===== config.mk =====
export PLATFORM = sky130hd
export DESIGN_NAME = regfile_dump_reader
export DESIGN_NICKNAME = d
export VERILOG_FILES = /design/src/rtl/regfile_dump_reader_pkg.sv /design/src/rtl/regdump_xor_acc.sv /design/src/rtl/regfile_dump_reader.sv
export SDC_FILE = /design/constraint.sdc
export NUM_CORES = 1
export LEC_CHECK = 0
export ABC_AREA = 1
export CORE_AREA = 4 4 109 70
export DETAILED_ROUTE_END_ITERATION = 8
export DIE_AREA = 0 0 113 74
export PLACE_DENSITY = 0.63
export SLEW_MARGIN = 30
export SYNTH_ARGS = -nofsm -noshare
export SYNTH_HDL_FRONTEND = slang
export SYNTH_SLANG_ARGS = --single-unit

===== constraint.sdc =====
create_clock -name clk -period 1.8 [get_ports clk]
set_input_delay 0.36 -clock clk [delete_from_list [all_inputs] [get_ports clk]]
set_output_delay 0.36 -clock clk [all_outputs]
set_load 0.03 [all_outputs]

===== src/rtl/regfile_dump_reader_pkg.sv =====
// Shared definitions for the register-file dump reader: FSM state encoding and default sizes.
// The optional checksum word is enabled by defining REGDUMP_CSUM_EN.
package regfile_dump_reader_pkg;

  typedef enum logic [2:0] {
    ST_IDLE = 3'd0,
    ST_LOAD = 3'd1,
    ST_SEND = 3'd2,
    ST_CSUM = 3'd3,
    ST_FIN  = 3'd4
  } state_t;

  localparam int DEF_ADDR_W   = 5;
  localparam int DEF_DATA_W   = 32;
  localparam int DEF_NUM_REGS = 32;

endpackage


===== src/rtl/regdump_xor_acc.sv =====
// Running XOR of every word dumped; used for the trailing checksum word when REGDUMP_CSUM_EN is defined.
// clear has priority over enable so a new dump always starts from zero.
module regdump_xor_acc #(
  parameter int DATA_W = 32
) (
  input  logic              clk,
  input  logic              rst,
  input  logic              clear,
  input  logic              enable,
  input  logic [DATA_W-1:0] din,
  output logic [DATA_W-1:0] acc
);

  always_ff @(posedge clk) begin
    if (!rst) begin
      acc <= '0;
    end else if (clear) begin
      acc <= '0;
    end else if (enable) begin
      acc <= acc ^ din;
    end
  end

endmodule


===== src/rtl/regfile_dump_reader.sv =====
// Walks register-file addresses 0..NUM_REGS-1 on a start pulse and streams each word over valid/ready.
// Define REGDUMP_CSUM_EN to append an XOR checksum word (adds the dout_is_csum port).
module regfile_dump_reader
  import regfile_dump_reader_pkg::*;
#(
  parameter int ADDR_W   = DEF_ADDR_W,
  parameter int DATA_W   = DEF_DATA_W,
  parameter int NUM_REGS = DEF_NUM_REGS
) (
  input  logic              clk,
  input  logic              rst,
  input  logic              start,
  output logic [ADDR_W-1:0] rf_addr,
  input  logic [DATA_W-1:0] rf_data,
  output logic [DATA_W-1:0] dout_data,
  output logic [ADDR_W-1:0] dout_idx,
  output logic              dout_valid,
  input  logic              dout_ready,
  output logic              dout_last,
  output logic              busy,
  output logic              done
`ifdef REGDUMP_CSUM_EN
  ,
  output logic              dout_is_csum
`endif
);

  localparam logic [ADDR_W-1:0] LAST_IDX = ADDR_W'(NUM_REGS - 1);

  state_t            state_q, state_d;
  logic [ADDR_W-1:0] idx_q, idx_d;
  logic [DATA_W-1:0] data_d;
  logic [ADDR_W-1:0] didx_d;
  logic              valid_d;
  logic              last_d;
  logic              at_last;

  assign at_last = (idx_q == LAST_IDX);
  assign rf_addr = (state_q == ST_IDLE) ? '0 : idx_q;
  assign busy    = (state_q != ST_IDLE);
  assign done    = (state_q == ST_FIN);

`ifdef REGDUMP_CSUM_EN
  logic              csum_d;
  logic              acc_clr;
  logic              acc_en;
  logic [DATA_W-1:0] acc_q;

  // The accumulator folds in each word at the same edge the word is captured for output.
  regdump_xor_acc #(
    .DATA_W(DATA_W)
  ) u_acc (
    .clk    (clk),
    .rst    (rst),
    .clear  (acc_clr),
    .enable (acc_en),
    .din    (rf_data),
    .acc    (acc_q)
  );
`endif

  always_ff @(posedge clk) begin
    if (!rst) begin
      state_q      <= ST_IDLE;
      idx_q        <= '0;
      dout_data    <= '0;
      dout_idx     <= '0;
      dout_valid   <= 1'b0;
      dout_last    <= 1'b0;
`ifdef REGDUMP_CSUM_EN
      dout_is_csum <= 1'b0;
`endif
    end else begin
      state_q      <= state_d;
      idx_q        <= idx_d;
      dout_data    <= data_d;
      dout_idx     <= didx_d;
      dout_valid   <= valid_d;
      dout_last    <= last_d;
`ifdef REGDUMP_CSUM_EN
      dout_is_csum <= csum_d;
`endif
    end
  end

  // Output registers hold their value unless a state explicitly reloads them, so a stalled word stays put.
  always_comb begin
    state_d = state_q;
    idx_d   = idx_q;
    data_d  = dout_data;
    didx_d  = dout_idx;
    valid_d = dout_valid;
    last_d  = dout_last;
`ifdef REGDUMP_CSUM_EN
    csum_d  = dout_is_csum;
    acc_clr = 1'b0;
    acc_en  = 1'b0;
`endif
    case (state_q)
      ST_IDLE: begin
        if (start) begin
          idx_d   = '0;
          state_d = ST_LOAD;
`ifdef REGDUMP_CSUM_EN
          acc_clr = 1'b1;
`endif
        end
      end
      ST_LOAD: begin
        data_d  = rf_data;
        didx_d  = idx_q;
        valid_d = 1'b1;
`ifdef REGDUMP_CSUM_EN
        last_d  = 1'b0;
        acc_en  = 1'b1;
`else
        last_d  = at_last;
`endif
        state_d = ST_SEND;
      end
      ST_SEND: begin
        if (dout_ready) begin
          valid_d = 1'b0;
          if (at_last) begin
`ifdef REGDUMP_CSUM_EN
            data_d  = acc_q;
            didx_d  = '0;
            valid_d = 1'b1;
            last_d  = 1'b1;
            csum_d  = 1'b1;
            state_d = ST_CSUM;
`else
            state_d = ST_FIN;
`endif
          end else begin
            idx_d   = idx_q + 1'b1;
            state_d = ST_LOAD;
          end
        end
      end
`ifdef REGDUMP_CSUM_EN
      ST_CSUM: begin
        if (dout_ready) begin
          valid_d = 1'b0;
          csum_d  = 1'b0;
          state_d = ST_FIN;
        end
      end
`endif
      ST_FIN: begin
        state_d = ST_IDLE;
      end
      default: begin
        state_d = ST_IDLE;
      end
    endcase
  end

endmodule

==> impl_results.md, run 1 <==
* Status: finished clean
* Synth-to-layout area growth at 52.8%
* # Max-Cap Violations at 0
* Mapped Area at 1820 um2
* Top cells by area, synth: dfxtp_1, nor2_1, o21ai_0, nand2_1, a21oi_1
* #FFs+latches synth at 47
* Setup crit start kind: flip-flop
* Leak pwr at 0.00110 uW
* Row cnt at 23
* Share of the synthesized area in the top cell type at 51.8%
* Drt pass-1 iters at 4
* Synth Instances at 233
* Final WS setup at 103 ps
* Die Y at 74 um
* Clk sink count at 47
* Worst Setup SP: dout_idx[4]$_SDFFE_PN0P_
* Comb power frac at 31.5%
* Clock latency on the worst-skew pair at 280 ps
* Top cell type by total area after synthesis: dfxtp_1
* # IOs at 82
* Share of layout cells above drive strength 1 at 8.01%
* Flop pwr share at 45.4%
* WL per Instance at 12.2 um
* Drt total wl at 4880 um
* CP required at 1440 ps
* Worst EP arrival at 1340 ps
* Sequential area share after synthesis at 51.8%
* Slew margin rel. at 76.9%
* First-pass GRT wire length at 7920 um
* Post-route ant nets at 0
* Final hold vios at 0
* Power Density at 970 nW/um2
* CP Cell Sequence: clkdlybuf4s50_1
* Top cells by count, synth: nor2_1, dfxtp_1, o21ai_0
* Largest net degree at the start of global routing at 44
* Crit path buffers/inverters at 1
* DR vias at 1712
* H-tree depth at 2
* Gpl congestion at 0.723
* Asr flop ratio synth at 0%
* Ys Warns at 0
* Peak Freq at 589 MHz
* Setup Slack @ Placement at 177 ps
* Pint at 1810 uW
* Clock share of power at 23.1%
* Die Area at 8360 um2
* Crit Path Max Fanout at 2
* Core ar. at 6530 um2
* Avg Cell Area, Syn at 7.80 um2
* Fin Setup TNS at 0 ps
* Syn Nets at 271
* Root buf cell: clkbuf_8
* Sw Ratio at 32.8%
* Main synth FF type: dfxtp_1
* PortBufs at 81
* Final HPWL DP at 3500 um
* Distinct cells, synth at 20
* Slew @ Worst Pin at 345 ps
* Initial antenna violation count at 0
* Post-synth EDFFs at 0
* Clock buffer depth at 2
* TritonCTS clock tree: built
* Min Tclk post-route at 1700 ps
* CTS buffer count at 5
* Crit Reg-Reg Startpoint: idx_q[0]$_SDFFE_PN0P_
* Clk_skew at 3.60 ps
* Final-layout fill cell count at 704
* Hold path startpoint: dout_valid$_SDFFE_PN0P_
* DRC at 0
* RSZ-0062 raised after global routing: no
* Slowest stage delay, CP at 700 ps
* Final setup fails at 0
* WS Path Type: flip-flop to primary output
* Hold Path Class: flip-flop to flip-flop
* Period utilization at 94.3%
* Max VDD drop at 0.347 mV
* Final slew viol count at 0
* Family with the most delay on the worst path: buffers and inverters
* GR Overflow Total at 0
* ANT cells at 0
* Worst path slowest cell: clkdlybuf4s50_1
* Count leader, synth: nor2_1
* Total track usage at 12.0%
* Worst-path clk slew at 80 ps
* Initial Util at 27.8%
* Layout Nets at 350
* CP Capture Type: primary output
* Initial DRC Count at 138
* NetSw at 883 uW
* Chip width at 113 um
* Setup Fix Bufs, Post-CTS at 0
* Post-DR vias/cell at 4.29
* Vias in the first global route at 1591
[cells by family (layout without fill, tap and decap cells)]
kind of cell	Yosys count	in the layout	synth area share, %
AO/OA/AOI/OAI	52	52	15.2
adder cells (fa/ha/maj)	2	2	1.38
buffers and inverters	25	104	7.37
flip-flops	47	47	51.8
AND/OR/NAND/NOR	107	107	24.3
[through the flow]
stage | area [um2] | std cells | utilization, % | hold WS, ps | total power [uW]
finish | 2780 | 399 | 42.5 | 482 | 2690
CTS | 2770 | 399 | 42.4 | 486 | 2750
global route | 2780 | 399 | 42.5 | 512 | 2870
floorplan | 1820 | 233 | - | 473 | 1750
detailed placement | 2690 | 392 | 41.1 | 471 | 2100
global placement | 2690 | 392 | 41.1 | 462 | 2090
[placed cells by master, fill, tap and decap left out]
master	n
a21oi_1	11
a21oi_2	2
buf_12	2
buf_4	5
clkbuf_8	6
clkdlybuf4s50_1	74
clkinv_2	1
clkinv_4	1
dfxtp_1	47
dlygate4sd2_1	2
ha_1	2
inv_1	12
inv_2	1
nand2_1	17
nand2_4	1
nand3_1	2
nand3_2	1
nand3_4	1
nand4_1	3
nor2_1	80
nor2_2	2
o21ai_0	37
o21ai_2	2
[power by group through the flow]
stage	Sequential [uW]	Clock, uW	Combinational, uW
floorplan	1440	0	314
global placement	1240	0	853
detailed placement	1250	0	856
CTS	1220	666	857
global route	1240	703	929
finish	1220	623	847
[state kept, by name, indices dropped and copies added (netlist names)]
| signal | cells |
|---|---|
| dout_idx | 5 |
| state_q | 3 |
| dout_valid | 1 |
| idx_q | 5 |
| dout_data | 32 |
| dout_last | 1 |
[layer usage]
layer | up-vias | global-route usage [%] | part of all wire (%)
li1 | 901 | - | -
met1 | 748 | 17.3 | 52
met2 | 61 | 16.5 | 38
met3 | 2 | 5.61 | 10
met4 | 0 | 2.00 | 0.25
met5 | - | 0 | 0
[final timing paths]
check / endpoint / slack, ps / cells after the start
hold / removal: dout_valid$_SDFFE_PN0P_ / 480 / 2
setup reg to reg: idx_q[4]$_SDFFE_PN0P_ / 200 / 10
hold reg to reg: dout_valid$_SDFFE_PN0P_ / 480 / 2
setup / recovery: dout_idx[4] / 100 / 1
[cell type report]
type | instances | area [um2] | area share [%]
Sequential cell | 47 | 941 | 33.9
Timing Repair Buffer | 83 | 836 | 30.1
Multi-Input combinational cell | 161 | 744 | 26.8
Tap cell | 87 | 109 | 3.92
Clock buffer | 6 | 82.6 | 2.98
Inverter | 14 | 57.6 | 2.07
Clock inverter | 1 | 5.00 | 0.180
[repair_timing]
action	in CTS	in global routing
setup endpoints to repair	2	3
hold buffers	0	0
resized for setup	2	2
pin swaps	0	0
Power figures use the tool's default switching activity.
==> inputs of run 2 (changes only) <==
--- a/config.mk
+++ b/config.mk
@@ -6,9 +6,9 @@
 export NUM_CORES = 1
 export LEC_CHECK = 0
 export ABC_AREA = 1
-export CORE_AREA = 4 4 109 70
+export CORE_AREA = 2 2 107 68
 export DETAILED_ROUTE_END_ITERATION = 8
-export DIE_AREA = 0 0 113 74
+export DIE_AREA = 0 0 109 70
 export PLACE_DENSITY = 0.63
 export SLEW_MARGIN = 30
 export SYNTH_ARGS = -nofsm -noshare
==> impl_results.md, run 2 (synthesis results as in run 1) <==
* Status: finished clean
* Area of the multi-input gates at 742 um2 (-0.34%)
* CP Cell Sequence: clkdlybuf4s50_1
* Row cnt at 24 (+4.3%)
* Final slew viol count at 0 (unchanged)
* WHS Endpoint: dout_valid$_SDFFE_PN0P_
* DR vias at 1733 (+1.2%)
* Power Density at 985 nW/um2 (+1.6%)
* Most frequent cells in the layout: nor2_1, clkdlybuf4s50_1, dfxtp_1
* Initial DRC Count at 37 (-73%)
* Slew @ Worst Pin at 346 ps (+0.585 ps)
* Clk sink count at 47 (unchanged)
* Cts hold-fix bufs at 0 (unchanged)
* Root buf cell: clkbuf_8
* Min Tclk post-route at 1690 ps (-8.32 ps)
* Final hold vios at 0 (unchanged)
* # Max-Cap Violations at 0 (unchanged)
* GR Overflow Total at 0 (unchanged)
* Leading cell type in the layout, fill and taps excluded: nor2_1
* Worst path slowest cell: clkdlybuf4s50_1
* Max FFs per register at 32 (unchanged)
* Worst EP arrival at 1330 ps (about the same)
* Final-layout fill cell count at 716 (+1.7%)
* # IOs at 82 (unchanged)
* Crit path buffers/inverters at 1 (unchanged)
* Hold path startpoint: dout_valid$_SDFFE_PN0P_
* TritonCTS clock tree: built
* Max VDD drop at 0.301 mV (-13%)
* Biggest regs: dout_data (32), dout_idx (5), idx_q (5)
* Sequential cell area at 941 um2 (unchanged)
* Slew margin rel. at 76.9% (about the same)
* Largest Register: dout_data
* CTS buffer count at 5 (unchanged)
* H-tree depth at 2 (unchanged)
* ANT cells at 0 (unchanged)
* Gpl congestion at 0.807 (+12%)
* Worst-path clk slew at 80 ps (about the same)
* Vias in the first global route at 1498 (-5.8%)
* Clock buffer depth at 2 (unchanged)
* CP Capture Type: primary output
* Crit Reg-Reg Startpoint: idx_q[0]$_SDFFE_PN0P_
* Final setup fails at 0 (unchanged)
* Drt pass-1 iters at 4 (unchanged)
* Leak pwr at 0.00111 uW (+1.1%)
* WL per Instance at 11.5 um (-6.2%)
* Layout Nets at 353 (+0.86%)
* Peak Freq at 592 MHz (+0.49%)
* Largest net degree at the start of global routing at 44 (unchanged)
* DRC at 0 (unchanged)
* Setup crit start kind: flip-flop
* CP required at 1440 ps (about the same)
* Die Area at 7630 um2 (-8.8%)
* Initial antenna violation count at 0 (unchanged)
* FF-to-FF End: idx_q[0]$_SDFFE_PN0P_
* Cells on worst reg2reg path at 10 (unchanged)
* Die Y at 70 um (-5.4%)
* First-pass GRT wire length at 7270 um (-8.2%)
* Post-DR vias/cell at 4.26 (-0.76%)
* WS Path Type: flip-flop to primary output
* Share of layout cells above drive strength 1 at 8.23% (+0.22 points)
* Chip width at 109 um (-3.5%)
* Period utilization at 93.8% (-0.46 points)
* PortBufs at 81 (unchanged)
* Clk_skew at 3.59 ps (-0.0101 ps)
* Flop2flop setup slack at 230 ps (+30 ps)
* Slowest stage delay, CP at 680 ps (-20 ps)
* Design Power at 2750 uW (+2.2%)
* Clock latency on the worst-skew pair at 290 ps (about the same)
* Total track usage at 12.4% (+0.39 points)
* Crit Path Max Fanout at 2 (unchanged)
* RSZ-0062 raised after global routing: no
* Hold Path Class: flip-flop to flip-flop
* Family with the most delay on the worst path: buffers and inverters
* Setup Fix Bufs, Post-CTS at 0 (unchanged)
* Synth-to-layout area growth at 53.7%
* Post-route ant nets at 0 (unchanged)
* Drt total wl at 4670 um (-4.3%)
* Initial Util at 26.7% (-1.2 points)
* CTS resizes at 8 (+6)
* Fin Setup TNS at 0 ps (unchanged)
* Core ar. at 6820 um2 (+4.3%)
* Final HPWL DP at 3220 um (-8.0%)
* Worst Hold Depth at 2 (unchanged)
## run 2: changes by cell type in the layout (fill, tap and decap cells not counted), sizes merged
cell           change
clkdlybuf4s15      +1
clkbuf             +6
clkinv             -1
buf                -2
## run 2: final cells by class
cell class,count,area share (%)
Clock buffer,8,3.58
Sequential cell,47,33.7
Inverter,14,2.06
Multi-Input combinational cell,161,26.6
Timing Repair Buffer,86,30.0
Tap cell,91,4.08
## run 2: worst max path at each step
stage	start	end	slack, ps	cells past startpoint
6_report	dout_idx[4]$_SDFFE_PN0P_	dout_idx[4]	110	1
5_1_grt	state_q[2]$_SDFFE_PN0P_	rf_addr[4]	8	5
4_1_cts	state_q[2]$_SDFFE_PN0P_	rf_addr[0]	20	5
3_5_place_dp	state_q[2]$_SDFFE_PN0P_	rf_addr[0]	50	5
3_3_place_gp	state_q[2]$_SDFFE_PN0P_	rf_addr[1]	100	5
2_1_floorplan	state_q[0]$_SDFFE_PN0P_	rf_addr[0]	170	4
## run 2: per-layer routing
metal,wire length [um],vias to the layer above,part of all wire [%],GRT usage (%)
li1,-,910,-,-
met2,1810,59,39,16.9
met3,455,5,9.7,4.95
met1,2360,759,50,17.5
met5,0,-,0,0
met4,47,0,1.0,4.27
## run 2: per-stage QoR
stage | instance area, um2 | setup WS, ps | utilization [%] | hold slack [ps] | instances
CTS | 2810 | 19.3 | 41.2 | 482 | 407
finish | 2790 | 112 | 41.0 | 479 | 407
floorplan | 1820 | 172 | - | 473 | 233
global route | 2790 | 8.22 | 41.0 | 510 | 407
global placement | 2720 | 104 | 39.8 | 463 | 399
detailed placement | 2720 | 48.4 | 39.8 | 471 | 399
## run 2: power by group
part           switching [uW]  leakage [uW]  total [uW]  internal (uW)
Sequential               59.8      0.000387        1220           1160
Combinational             497      0.000671         849            352
Clock                     334     0.0000515         685            351
Total                     891       0.00111        2750           1860
==> inputs of run 3 (changes only) <==
--- a/config.mk
+++ b/config.mk
@@ -6,10 +6,14 @@
 export NUM_CORES = 1
 export LEC_CHECK = 0
 export ABC_AREA = 1
+export CELL_PAD_IN_SITES_DETAIL_PLACEMENT = 1
+export CELL_PAD_IN_SITES_GLOBAL_PLACEMENT = 1
 export CORE_AREA = 2 2 107 68
+export CTS_CLUSTER_DIAMETER = 100
 export DETAILED_ROUTE_END_ITERATION = 8
 export DIE_AREA = 0 0 109 70
-export PLACE_DENSITY = 0.63
+export PLACE_DENSITY = 0.82
+export RECOVER_POWER = 100
 export SLEW_MARGIN = 30
 export SYNTH_ARGS = -nofsm -noshare
 export SYNTH_HDL_FRONTEND = slang
==> impl_results.md, run 3 (synthesis results as in run 1) <==
* Worst Hold Depth at 2 (unchanged)
* Leak pwr at 0.00112 uW (+0.49%)
* Final HPWL DP at 3810 um (+18%)
* Vias in the first global route at 1735 (+16%)
* Layout Nets at 353 (unchanged)
* Chip width at 109 um (unchanged)
* Biggest regs: dout_data (32), dout_idx (5), idx_q (5)
* Initial antenna violation count at 0 (unchanged)
* Slowest stage delay, CP at 750 ps (+70 ps)
* Cells on worst reg2reg path at 11 (+1)
* Initial DRC Count at 70 (+89%)
* Clk sink count at 47 (unchanged)
* DRC at 0 (unchanged)
* TritonCTS clock tree: built
* Die Y at 70 um (unchanged)
* Worst Setup SP: dout_data[23]$_SDFFE_PN0P_
* CP Cell Sequence: dlygate4sd3_1
* Most frequent cells in the layout: nor2_1, clkdlybuf4s50_1, dfxtp_1
* WS Path Type: flip-flop to primary output
* Setup Fix Bufs, Post-CTS at 0 (unchanged)
* Synth-to-layout area growth at 52.8%
* Peak Freq at 580 MHz (-2.1%)
* Worst-path clk slew at 80 ps (about the same)
* Leading cell type in the layout, fill and taps excluded: nor2_1
* Core ar. at 6820 um2 (unchanged)
* DR vias at 1762 (+1.7%)
* WL per Instance at 13.1 um (+14%)
* CTS buffer count at 5 (unchanged)
* Largest Register: dout_data
* CP Capture Type: primary output
* WHS Endpoint: dout_data[22]$_SDFFE_PN0P_
* Gpl congestion at 0.720 (-11%)
* Crit Reg-Reg Startpoint: idx_q[0]$_SDFFE_PN0P_
* # IOs at 82 (unchanged)
* CTS resizes at 7 (-1)
* Fin Setup TNS at 0 ps (unchanged)
* Final slew viol count at 0 (unchanged)
* Hold Path Class: flip-flop to flip-flop
* Crit path buffers/inverters at 1 (unchanged)
* Drt pass-1 iters at 4 (unchanged)
* Final setup fails at 0 (unchanged)
* GR Overflow Total at 0 (unchanged)
* Clk_skew at 9.92 ps (+6.33 ps)
* Final-layout fill cell count at 836 (+17%)
* DP Area at 2720 um2 (unchanged)
* Post-route ant nets at 0 (unchanged)
* H-tree depth at 2 (unchanged)
* Slew margin rel. at 71.2% (-5.7 points)
* Initial Util at 26.7% (unchanged)
* Hold path startpoint: dout_data[22]$_SDFFE_PN0P_
* Drt total wl at 5310 um (+14%)
* Slew @ Worst Pin at 433 ps (+86.5 ps)
* ANT cells at 0 (unchanged)
* Max FFs per register at 32 (unchanged)
* Share of layout cells above drive strength 1 at 7.59% (-0.63 points)
* CP required at 1440 ps (about the same)
* Cts hold-fix bufs at 0 (unchanged)
* Root buf cell: clkbuf_8
* Clock latency on the worst-skew pair at 300 ps (about the same)
* Period utilization at 95.8% (+2.0 points)
* Setup crit start kind: flip-flop
* Design area at 2780 um2 (-0.58%)
* Row cnt at 24 (unchanged)
* Min Tclk post-route at 1720 ps (+35.4 ps)
* Worst EP arrival at 1360 ps (+30 ps)
* Crit Path Max Fanout at 2 (unchanged)
* RSZ-0062 raised after global routing: no
* Max VDD drop at 0.332 mV (+10%)
* First-pass GRT wire length at 8410 um (+16%)
* Power Density at 1000 nW/um2 (+1.7%)
* Die Area at 7630 um2 (unchanged)
* Post-DR vias/cell at 4.33 (+1.7%)
* # Max-Cap Violations at 0 (unchanged)
* Worst path slowest cell: dlygate4sd3_1
* Final hold vios at 0 (unchanged)
* PortBufs at 81 (unchanged)
* FF-to-FF End: idx_q[1]$_SDFFE_PN0P_
* Status: finished clean
* Largest net degree at the start of global routing at 44 (unchanged)
* Clock buffer depth at 2 (unchanged)
* Total track usage at 14.2% (+1.8 points)
* Family with the most delay on the worst path: buffers and inverters
* Flop2flop setup slack at 180 ps (-50 ps)
run 3: metrics by stage:
stage | setup WS [ps] | cells | hold slack (ps) | utilization, % | total power [uW]
after floorplan | 172 | 233 | 473 | - | 1750
after global placement | 151 | 399 | 462 | 39.8 | 2100
after detailed placement | 77.9 | 399 | 474 | 39.8 | 2120
after CTS | 20.8 | 407 | 495 | 41.2 | 2840
after global routing | 26.2 | 407 | 514 | 40.7 | 2960
final | 76.2 | 407 | 483 | 40.7 | 2780
run 3: worst register-to-register path, stage by stage, from the launching register on:
cell and delay (ps):
dfxtp_1 350, ha_1 210, nand2_1 90, nor2_1 50, ha_1 230, nand2_1 80
nand2_1 50, inv_1 110, nand3_4 140, nand2_1 100, nand2_1 60, nor2_1 100
run 3: area by class of cell:
class                           instances  area [um2]  area share (%)
Clock buffer                            7        96.3            3.47
Timing Repair Buffer                   86         831            29.9
Multi-Input combinational cell        161         732            26.4
Clock inverter                          1        7.51           0.270
Inverter                               14        55.1            1.98
Tap cell                               91         114            4.10
Sequential cell                        47         941            33.9
run 3: power by group:
group	switching, uW	internal (uW)
clock	364	350
combinational	506	345
sequential	59.4	1160
run 3: worst max-delay path by stage:
stage,slack (ps),endpoint,cells after the start
3_3_place_gp,150,rf_addr[3],5
4_1_cts,20,rf_addr[3],5
5_1_grt,30,idx_q[4]$_SDFFE_PN0P_,10
3_5_place_dp,80,rf_addr[3],5
2_1_floorplan,170,rf_addr[0],4
6_report,80,dout_data[23],1
run 3: routing by layer:
| layer | global-route usage, % | vias up | part of all wire (%) |
|---|---|---|---|
| met5 | 0 | - | 0 |
| met4 | 2.99 | 0 | 0.24 |
| met2 | 21.0 | 56 | 40 |
| li1 | - | 904 | - |
| met1 | 19.6 | 800 | 51 |
| met3 | 5.51 | 2 | 8.4 |
